[src/rtl/alu_arbiter_if.sv]
// Request/response bundle between two ALU requesters, the consumer and alu_arbiter.
// rsp_err exists only when ALU_ARB_OPCHECK_EN is defined.
interface alu_arbiter_if #(
  parameter int WIDTH = 64
);
  logic             req0_valid;
  logic             req0_ready;
  logic [3:0]       req0_op;
  logic [WIDTH-1:0] req0_x;
  logic [WIDTH-1:0] req0_y;
  logic             req1_valid;
  logic             req1_ready;
  logic [3:0]       req1_op;
  logic [WIDTH-1:0] req1_x;
  logic [WIDTH-1:0] req1_y;
  logic             rsp_valid;
  logic             rsp_ready;
  logic             rsp_id;
  logic [WIDTH-1:0] rsp_result;
  logic             rsp_zero;
`ifdef ALU_ARB_OPCHECK_EN
  logic             rsp_err;
`endif

  modport slave (
    input  req0_valid, req0_op, req0_x, req0_y,
    input  req1_valid, req1_op, req1_x, req1_y,
    input  rsp_ready,
    output req0_ready, req1_ready,
    output rsp_valid, rsp_id, rsp_result, rsp_zero
`ifdef ALU_ARB_OPCHECK_EN
    , output rsp_err
`endif
  );

  modport master (
    output req0_valid, req0_op, req0_x, req0_y,
    output req1_valid, req1_op, req1_x, req1_y,
    output rsp_ready,
    input  req0_ready, req1_ready,
    input  rsp_valid, rsp_id, rsp_result, rsp_zero
`ifdef ALU_ARB_OPCHECK_EN
    , input rsp_err
`endif
  );
endinterface

[src/rtl/alu_arbiter.sv]
// Two-requester round-robin front end for one shared combinational ALU, one registered response.
// Zero-bubble response handoff; ALU_ARB_OPCHECK_EN adds illegal-opcode detection and rsp_err.
module alu #(
  parameter int WIDTH = 64
) (
  input  logic [3:0]       ctl_i,
  input  logic [WIDTH-1:0] x_i,
  input  logic [WIDTH-1:0] y_i,
  output logic [WIDTH-1:0] alu_out_o,
  output logic             zero_o
);
  always_comb begin
    alu_out_o = '0;
    case (ctl_i)
      4'b0000: alu_out_o = x_i & y_i;
      4'b0001: alu_out_o = x_i | y_i;
      4'b0010: alu_out_o = x_i + y_i;
      4'b0110: alu_out_o = x_i - y_i;
      default: alu_out_o = '0;
    endcase
    zero_o = (alu_out_o == '0);
  end
endmodule

module alu_arbiter #(
  parameter int WIDTH       = 64,
  parameter int FIRST_GRANT = 0
) (
  input  logic          clk,
  input  logic          rst_n,
  alu_arbiter_if.slave  bus
);
  // Pointer resets to the opposite of FIRST_GRANT so the first contended cycle goes to FIRST_GRANT.
  localparam logic LAST_INIT = (FIRST_GRANT == 0);

  logic             last_q, last_d;
  logic             rsp_valid_q, rsp_valid_d;
  logic             rsp_id_q, rsp_id_d;
  logic [WIDTH-1:0] rsp_result_q, rsp_result_d;
  logic             rsp_zero_q, rsp_zero_d;

  logic             can_accept;
  logic             grant_vld;
  logic             grant_id;
  logic             xfer;
  logic [3:0]       sel_op;
  logic [WIDTH-1:0] sel_x, sel_y;
  logic [WIDTH-1:0] alu_out;
  logic             alu_zero;
  logic [WIDTH-1:0] load_result;
  logic             load_zero;

  assign can_accept = !rsp_valid_q || bus.rsp_ready;
  assign grant_vld  = bus.req0_valid || bus.req1_valid;
  assign grant_id   = (bus.req0_valid && bus.req1_valid) ? !last_q : bus.req1_valid;
  assign xfer       = can_accept && grant_vld;

  assign bus.req0_ready = xfer && !grant_id;
  assign bus.req1_ready = xfer && grant_id;

  assign sel_op = grant_id ? bus.req1_op : bus.req0_op;
  assign sel_x  = grant_id ? bus.req1_x  : bus.req0_x;
  assign sel_y  = grant_id ? bus.req1_y  : bus.req0_y;

  alu #(.WIDTH(WIDTH)) u_alu (
    .ctl_i     (sel_op),
    .x_i       (sel_x),
    .y_i       (sel_y),
    .alu_out_o (alu_out),
    .zero_o    (alu_zero)
  );

`ifdef ALU_ARB_OPCHECK_EN
  logic op_legal;
  logic rsp_err_q, rsp_err_d;

  assign op_legal    = (sel_op == 4'b0000) || (sel_op == 4'b0001) ||
                       (sel_op == 4'b0010) || (sel_op == 4'b0110);
  assign load_result = op_legal ? alu_out : '0;
  assign load_zero   = op_legal && alu_zero;

  always_comb begin
    rsp_err_d = rsp_err_q;
    if (xfer) rsp_err_d = !op_legal;
  end

  always_ff @(posedge clk or negedge rst_n) begin
    if (!rst_n) rsp_err_q <= 1'b0;
    else        rsp_err_q <= rsp_err_d;
  end

  assign bus.rsp_err = rsp_err_q;
`else
  assign load_result = alu_out;
  assign load_zero   = alu_zero;
`endif

  // Data fields hold after a retire; only rsp_valid drops.
  always_comb begin
    last_d       = last_q;
    rsp_valid_d  = rsp_valid_q;
    rsp_id_d     = rsp_id_q;
    rsp_result_d = rsp_result_q;
    rsp_zero_d   = rsp_zero_q;
    if (xfer) begin
      last_d       = grant_id;
      rsp_valid_d  = 1'b1;
      rsp_id_d     = grant_id;
      rsp_result_d = load_result;
      rsp_zero_d   = load_zero;
    end else if (bus.rsp_ready) begin
      rsp_valid_d  = 1'b0;
    end
  end

  always_ff @(posedge clk or negedge rst_n) begin
    if (!rst_n) begin
      last_q       <= LAST_INIT;
      rsp_valid_q  <= 1'b0;
      rsp_id_q     <= 1'b0;
      rsp_result_q <= '0;
      rsp_zero_q   <= 1'b0;
    end else begin
      last_q       <= last_d;
      rsp_valid_q  <= rsp_valid_d;
      rsp_id_q     <= rsp_id_d;
      rsp_result_q <= rsp_result_d;
      rsp_zero_q   <= rsp_zero_d;
    end
  end

  assign bus.rsp_valid  = rsp_valid_q;
  assign bus.rsp_id     = rsp_id_q;
  assign bus.rsp_result = rsp_result_q;
  assign bus.rsp_zero   = rsp_zero_q;
endmodule

[src/flat_wrapper.sv]
// flat-port wrapper written by rule: the top's interface ports become plain ports
module alu_arbiter_flat 
#(
  parameter int WIDTH       = 64,
  parameter int FIRST_GRANT = 0
)
  (clk, rst_n, bus_req0_valid, bus_req0_op, bus_req0_x, bus_req0_y, bus_req1_valid, bus_req1_op, bus_req1_x, bus_req1_y, bus_rsp_ready, bus_req0_ready, bus_req1_ready, bus_rsp_valid, bus_rsp_id, bus_rsp_result, bus_rsp_zero);
  alu_arbiter_if #(.WIDTH(WIDTH)) bus_i ();
  input  logic clk;
  input  logic rst_n;
  input wire logic [$bits(bus_i.req0_valid)-1:0] bus_req0_valid;
  input wire logic [$bits(bus_i.req0_op)-1:0] bus_req0_op;
  input wire logic [$bits(bus_i.req0_x)-1:0] bus_req0_x;
  input wire logic [$bits(bus_i.req0_y)-1:0] bus_req0_y;
  input wire logic [$bits(bus_i.req1_valid)-1:0] bus_req1_valid;
  input wire logic [$bits(bus_i.req1_op)-1:0] bus_req1_op;
  input wire logic [$bits(bus_i.req1_x)-1:0] bus_req1_x;
  input wire logic [$bits(bus_i.req1_y)-1:0] bus_req1_y;
  input wire logic [$bits(bus_i.rsp_ready)-1:0] bus_rsp_ready;
  output wire logic [$bits(bus_i.req0_ready)-1:0] bus_req0_ready;
  output wire logic [$bits(bus_i.req1_ready)-1:0] bus_req1_ready;
  output wire logic [$bits(bus_i.rsp_valid)-1:0] bus_rsp_valid;
  output wire logic [$bits(bus_i.rsp_id)-1:0] bus_rsp_id;
  output wire logic [$bits(bus_i.rsp_result)-1:0] bus_rsp_result;
  output wire logic [$bits(bus_i.rsp_zero)-1:0] bus_rsp_zero;
  assign bus_i.req0_valid = bus_req0_valid;
  assign bus_i.req0_op = bus_req0_op;
  assign bus_i.req0_x = bus_req0_x;
  assign bus_i.req0_y = bus_req0_y;
  assign bus_i.req1_valid = bus_req1_valid;
  assign bus_i.req1_op = bus_req1_op;
  assign bus_i.req1_x = bus_req1_x;
  assign bus_i.req1_y = bus_req1_y;
  assign bus_i.rsp_ready = bus_rsp_ready;
  assign bus_req0_ready = bus_i.req0_ready;
  assign bus_req1_ready = bus_i.req1_ready;
  assign bus_rsp_valid = bus_i.rsp_valid;
  assign bus_rsp_id = bus_i.rsp_id;
  assign bus_rsp_result = bus_i.rsp_result;
  assign bus_rsp_zero = bus_i.rsp_zero;
  alu_arbiter #(.WIDTH(WIDTH), .FIRST_GRANT(FIRST_GRANT)) u_core (.clk(clk), .rst_n(rst_n), .bus(bus_i));
endmodule
[config.mk]
export PLATFORM = sky130hd
export DESIGN_NAME = alu_arbiter_flat
export DESIGN_NICKNAME = d
export VERILOG_FILES = /design/src/rtl/alu_arbiter_if.sv /design/src/rtl/alu_arbiter.sv /design/src/flat_wrapper.sv
export SDC_FILE = /design/constraint.sdc
export NUM_CORES = 1
export LEC_CHECK = 0
export CAP_MARGIN = 20
export CELL_PAD_IN_SITES_DETAIL_PLACEMENT = 2
export CELL_PAD_IN_SITES_GLOBAL_PLACEMENT = 2
export CORE_ASPECT_RATIO = 1.75
export CORE_MARGIN = 1
export CORE_UTILIZATION = 28
export CTS_CLUSTER_SIZE = 28
export DETAILED_ROUTE_END_ITERATION = 7
export PLACE_DENSITY_LB_ADDON = 0.1
export SYNTH_ARGS = -nofsm -noshare
export SYNTH_HDL_FRONTEND = slang
export SYNTH_SLANG_ARGS = --single-unit
export TNS_END_PERCENT = 10
[constraint.sdc]
create_clock -name clk -period 19.6 [get_ports clk]
set_input_delay 5.88 -clock clk [delete_from_list [all_inputs] [get_ports clk]]
set_output_delay 5.88 -clock clk [all_outputs]
set_load 0.05 [all_outputs]
* After elaboration in Yosys (flattened, before gate mapping)
Cells that the tools add are included.
Widths: inputs -> output; s select.
** Cells by class
- Reductions and logical operators :: 12
- $add $sub $neg :: 2
- Eq/ne operators :: 3
- Mux-type cells :: 7
- Bitwise gates (word level) :: 2
** Operator list (count)
- $pmux 64 s4 :: 1
- $mux 64 :: 2
- $add 64x64->64 :: 1
- $and 64x64->64 :: 1
- $logic_not 64->1 :: 1
- $or 64x64->64 :: 1
- $sub 64x64->64 :: 1
- $eq 4x1->1 const B :: 1
- $eq 4x2->1 const B :: 1
- $eq 4x3->1 const B :: 1
- $logic_and 1x1->1 :: 4
- $logic_not 4->1 :: 1
- $mux 4 :: 1
- $logic_not 1->1 :: 3
- $mux 1 :: 3
- $logic_or 1x1->1 :: 2
- $reduce_bool 2->1 :: 1
** Storage, ports and cells
- Output and inout port bits :: 69
- Bits of input ports :: 269
- Bits in registers :: 68
- Word-level logic and storage cells :: 31

* Longest topological paths before layout
- Word-level depth :: 6
- Gate-level depth with buffers :: 36

* Hierarchy
From an unflattened synthesis, not the netlist that was laid out.
** Second synthesis, totals
- Cell total of the unflattened synthesis :: 1477
- Area, all modules :: 12035.3 µm²
** Modules (own cells, without submodules)
- alu :: cells each 1176, instances 1, area each 7646.1 µm²
- alu_arbiter :: cells each 301, instances 1, area each 4389.2 µm²

* Worst setup path before layout
OpenSTA, ideal clock, no wires.
- Path kind :: input-to-output
- Start point :: input port bus_req1_valid
- End point :: output port bus_req1_ready
- Required time :: 13.720 ns
- Setup slack :: 5.164 ns
- Stages on the path :: 12
- Arrival :: 8.556 ns
- Cells stage by stage :: a21bo_1 buf_6 buf_6 buf_2 buf_2 buf_4 buf_2 buf_2 buf_2 buf_2 buf_1 nor2_1
** Between the ends
- Word-level cells in the longest chain between the ends :: 3
- Elaborated cells between the ends (all ways) :: 5
- Classes of those cells :: 1 x mux; 4 x reduce/logical
** RTL lines
- start: declaration :: RTL line flat_wrapper.sv:15 : input wire logic [$bits(bus_i.req1_valid)-1:0] bus_req1_valid;
- $logic_and 1x1->1 / $logic_or 1x1->1 (equally long branches) :: RTL line alu_arbiter.sv:55, alu_arbiter.sv:54
- $mux 1 / $logic_and 1x1->1 (equally long branches) :: RTL line alu_arbiter.sv:55, alu_arbiter.sv:56
- $logic_and 1x1->1 (*) :: RTL line alu_arbiter.sv:59 : assign bus.req1_ready = xfer && grant_id;
- end: declaration :: RTL line flat_wrapper.sv:21 : output wire logic [$bits(bus_i.req1_ready)-1:0] bus_req1_ready;
Every way passes the cells marked *; elsewhere a longest branch is shown, timed or not.

* Worst setup path after layout
- Start point :: input port bus_req0_valid
- End point :: register u_core.rsp_zero_q, in the netlist u_core.bus.rsp_zero
** Between the ends
- Word-level cells in the longest chain between the ends :: 6
- Elaborated cells between the ends (all ways) :: 17
- Classes of those cells :: 2 x add/sub; 3 x eq/ne; 5 x mux; 2 x bitwise; 5 x reduce/logical
** RTL lines
- start: declaration :: RTL line flat_wrapper.sv:11 : input wire logic [$bits(bus_i.req0_valid)-1:0] bus_req0_valid;
- $logic_and 1x1->1 :: RTL line alu_arbiter.sv:55 : assign grant_id = (bus.req0_valid && bus.req1_valid) ? !last_q : bus.req1_valid;
- $mux 1 :: RTL line alu_arbiter.sv:55
- $mux 64, or another cell as far along :: RTL line alu_arbiter.sv:62 : assign sel_x = grant_id ? bus.req1_x : bus.req0_x;
- $sub 64x64->64, or another cell as far along :: RTL line alu_arbiter.sv:18 : 4'b0110: alu_out_o = x_i - y_i;
- $pmux 64 s4 :: RTL line alu_arbiter.sv:14 : case (ctl_i)
- $logic_not 64->1 :: RTL line alu_arbiter.sv:21 : zero_o = (alu_out_o == '0);
- end signal: assignment :: RTL line alu_arbiter.sv:128 : rsp_zero_q <= rsp_zero_d;
- end: declaration :: RTL line alu_arbiter.sv:40 : logic rsp_zero_q, rsp_zero_d;
Several ways; a longest one is shown, not always the timed one.
A chain may end at the register's enable or synchronous reset.

==> impl_metrics.env <==
export IMPL_antenna_found_initial=5
export IMPL_static_leakage_power_nw=6.77
export IMPL_clk_transition_reported_paths_ps=60
export IMPL_critical_path_top_cell_by_count="sky130_fd_sc_hd__nand2_1"
export IMPL_drt_drc_violations_left=0
export IMPL_cts_max_path_buffers=2
export IMPL_min_to="u_core.bus.rsp_result[1]"
export IMPL_timing_critical_path_to_type="flop"
export IMPL_cts_hold_repair_buffers=0
export IMPL_post_synth_inst_count=1846
export IMPL_routed_wire_length_per_instance_um=30.2
export IMPL_totalPowerFinal_mw=1.18
export IMPL_clock_sinks=68
export IMPL_final_seq_area_um2=1700
export IMPL_crit_slowest_cell="sky130_fd_sc_hd__a221oi_1"
export IMPL_met2RoutedLength_um=45200
export IMPL_synthDominantAreaCellType="sky130_fd_sc_hd__dfrtp_1"
export IMPL_drv_cap=0
export IMPL_ioPinCount=338
export IMPL_power_frac_comb=0.707
export IMPL_max_freq_ghz=0.0700
export IMPL_m1WireLength_um=22100
export IMPL_p_per_area_nw_per_um2=72.6
export IMPL_worst_clock_skew_ps=6.99
export IMPL_numPortBuffers=337
export IMPL_multi_input_area_um2=9850
export IMPL_die_w_um=160
export IMPL_crit_path_cell_trace="clkdlybuf4s50_1 -> a21bo_4 -> buf_4 -> buf_4 -> nand2_1 -> o21ai_0 -> and4_1 -> nand2_1 -> or3_1 -> nor2_4 -> nor2_1 -> xor2_1 -> ha_1 -> nand2_1 -> o21ai_0 -> a221oi_1 -> o31ai_1 -> a211oi_1 -> and3b_1 -> a211oi_1 -> nand4_1 -> nor4_1 -> nand4_1 -> o21ai_1"
export IMPL_overflow=0
export IMPL_timing_hold_worst_start="u_core.bus.rsp_result[1]"
export IMPL_drtIter0Drc=568
export IMPL_dp_final_hpwl_um=66700
export IMPL_place_congestion=0.966
export IMPL_grt_pass1_vias=18400
export IMPL_ff2ff_setup_slack_ps=10930
export IMPL_ir_worst_vdd_mv=0.0389
export IMPL_timing_critical_path_required_ps=19870
export IMPL_portion_of_synthesized_cell_area_occupied_by_the_leading_cell_type=0.138
export IMPL_timing_final_crit_share=0.729
export IMPL_placementRows=100
export IMPL_rsz0062_at_grt="false"
export IMPL_criticalPathCategory="in2reg"
export IMPL_timing_critical_path_from_type="primary input"
export IMPL_pin_count_of_the_biggest_net_entering_global_routing=105
export IMPL_ys_warn_count=0
export IMPL_reg2reg_from="u_core.last_q"
export IMPL_synth_lib_cells_used_distinct=85
export IMPL_fin_crit_ps=14300
export IMPL_top_layer="met5"
export IMPL_route_final_wire_length_um=80700
export IMPL_number_of_buffers_created_by_cts=9
export IMPL_vias_per_cell=5.99
export IMPL_postSynthRegisterBits=68
export IMPL_placeableCoreArea_um2=42700
export IMPL_cts_setup_buffers=0
export IMPL_internal_power_mw=0.543
export IMPL_root_buffer="sky130_fd_sc_hd__clkbuf_16"
export IMPL_timing_reg2reg_worst_path_depth=23
export IMPL_postSynthAreaPerCell_um2=6.59
export IMPL_min_delay_path_class="reg2reg"
export IMPL_area_growth_pct=33.8
export IMPL_asyncSetResetFlopFracSynth=1.00
export IMPL_tightest_slew_ps=1210
export IMPL_slowest_delay_ps=900
export IMPL_dieHeight_um=278
export IMPL_start_util=0.285
export IMPL_number_of_flops_mapped_to_enable_cells_by_yosys=0
export IMPL_cts_resized_gates=0
export IMPL_cts_htree_levels=3
export IMPL_setup_tns_final_ps=0
export IMPL_fin_cells=2669
export IMPL_tritoncts_clock_tree="done"
export IMPL_syn_area_um2=12200
export IMPL_switching_share=0.541
export IMPL_layout_nets=2436
export IMPL_grt_use_total=0.360
export IMPL_setup_violations_final=0
export IMPL_reg2reg_to="u_core.bus.rsp_zero"
export IMPL_proportion_of_power_drawn_by_flip_flops_and_latches=0.152
export IMPL_drt_antenna_violating_nets=0
export IMPL_post_route_cells_drive_above_1_share=0.0328
export IMPL_synth_top_cells_by_area="sky130_fd_sc_hd__dfrtp_1 (14%), sky130_fd_sc_hd__nand2_1 (12%), sky130_fd_sc_hd__mux2i_1 (7.5%)"
export IMPL_ys_seq_area_frac=0.140
export IMPL_syn_num_nets=2182
export IMPL_hold_path_cell_count=2
export IMPL_clk_insertion_delay_late_ps=340
export IMPL_fillers=5203
export IMPL_crit_path_max_fanout=68
export IMPL_met3_length_um=3000
export IMPL_status="finished clean"
export IMPL_die_area_um2=44400
export IMPL_worst_ep_arrival_time_ps=14560
export IMPL_layout_core_utilization=0.382
export IMPL_grt_pass1_wl_um=117000
export IMPL_power_switching_mw=0.640
export IMPL_route_vias_total=16000
export IMPL_clock_power_share=0.141
export IMPL_max_slew_margin_rel=0.196
export IMPL_firstDrtPassIters=5
export IMPL_synth_top_flop_cell="sky130_fd_sc_hd__dfrtp_1"
export IMPL_final_hold_viol_count=0
export IMPL_dp_cells=2649
export IMPL_timing_final_max_slew_violations=0
-- final cells by class --
cell class | count | area share
well taps | 561 | 0.0431
diodes | 3 | 0.000461
inverters | 48 | 0.0111
clock buffers | 10 | 0.0147
flip-flops and latches | 68 | 0.105
repair buffers | 359 | 0.218
clock inverters | 6 | 0.00384
multi-input cells | 1614 | 0.605
-- cell families after synthesis --
kind of cell,Yosys count,share of synthesized area
buffers and inverters,164,0.0552
multiplexers,100,0.0837
adder cells (fa/ha/maj),69,0.0711
flip-flops,68,0.140
XOR/XNOR,95,0.0690
AO/OA/AOI/OAI,564,0.290
AND/OR/NAND/NOR,786,0.291
-- state kept, by name (all words and copies together), names as in the netlist --
signal                 count
u_core.bus.rsp_id          1
u_core.bus.rsp_zero        1
u_core.bus.rsp_valid       1
u_core.bus.rsp_result     64
u_core.last_q              1
-- layer usage --
layer  up-vias  track usage
li1       7224            -
met1      7866        0.260
met2       552        0.728
met3       334       0.0592
met4         4        0.396
met5         -            0
-- how the worst max path moves through the flow --
stage	from	to	slack (ps)	cells past startpoint
2_1_floorplan	bus_req1_valid	bus_req1_ready	5160	12
3_3_place_gp	bus_req0_valid	u_core.bus.rsp_zero	5370	22
3_5_place_dp	bus_req0_valid	u_core.bus.rsp_zero	5260	24
4_1_cts	bus_req0_valid	u_core.bus.rsp_zero	5580	24
5_1_grt	bus_req0_valid	u_core.bus.rsp_zero	4940	24
6_report	bus_req0_valid	u_core.bus.rsp_zero	5300	24
-- metrics by stage --
| step | setup slack, ps | area [µm²] | hold slack, ps |
|---|---|---|---|
| 5_1_grt | 4940 | 16300 | 516 |
| 4_1_cts | 5580 | 16300 | 486 |
| 3_3_place_gp | 5370 | 16000 | 462 |
| 2_1_floorplan | 5160 | 12200 | 509 |
| 6_report | 5300 | 16300 | 476 |
| 3_5_place_dp | 5260 | 16000 | 474 |
-- critical path, delay by kind of cell --
kind                       cells  cell delay [ps]
adders and majority gates      1              420
AOI/OAI and AO/OA              8             3300
xor gates and xnor gates       1              160
and+or+nand+nor               11             2320
buffers and inverters          3             2270
-- synthesized netlist by cell type (all sizes together) (48+ instances only) --
cell type,instances
ha,66
a21oi,167
nand2,375
xnor2,52
nor3,72
nor2,152
o21ai,150
dfrtp,67
inv,48
mux2i,92
clkbuf,79
-- power groups by stage --
stage / sequential, mW / combinational (mW) / clock (mW)
CTS: 0.180 / 0.824 / 0.170
global placement: 0.181 / 0.805 / 0
floorplan: 0.258 / 0.402 / 0
global route: 0.182 / 0.881 / 0.177
finish: 0.179 / 0.836 / 0.167
detailed placement: 0.182 / 0.819 / 0
-- placed cells by master, fill, tap and decap left out, types with 9 or more instances in the layout --
master                              n
sky130_fd_sc_hd__nand2_1          375
sky130_fd_sc_hd__clkdlybuf4s50_1  336
sky130_fd_sc_hd__a21oi_1          166
sky130_fd_sc_hd__nor2_1           149
sky130_fd_sc_hd__o21ai_0          143
sky130_fd_sc_hd__mux2i_1           89
sky130_fd_sc_hd__nor3_1            71
sky130_fd_sc_hd__dfrtp_1           67
sky130_fd_sc_hd__ha_1              66
sky130_fd_sc_hd__xnor2_1           51
sky130_fd_sc_hd__inv_1             48
sky130_fd_sc_hd__xor2_1            43
sky130_fd_sc_hd__nand4_1           43
sky130_fd_sc_hd__nand3_1           36
sky130_fd_sc_hd__a31oi_1           36
sky130_fd_sc_hd__a21o_1            33
sky130_fd_sc_hd__nor4_1            21
sky130_fd_sc_hd__buf_4             21
sky130_fd_sc_hd__o21a_1            19
sky130_fd_sc_hd__o211ai_1          18
sky130_fd_sc_hd__and2_1            17
sky130_fd_sc_hd__o31ai_1           16
sky130_fd_sc_hd__o221ai_1          14
sky130_fd_sc_hd__and3_1            13
sky130_fd_sc_hd__o21bai_1          13
sky130_fd_sc_hd__a211oi_1          11
sky130_fd_sc_hd__a221oi_1          11
sky130_fd_sc_hd__or4_1             10
sky130_fd_sc_hd__o22ai_1           10
sky130_fd_sc_hd__clkbuf_16          9
(Power assumes the default switching activity.)
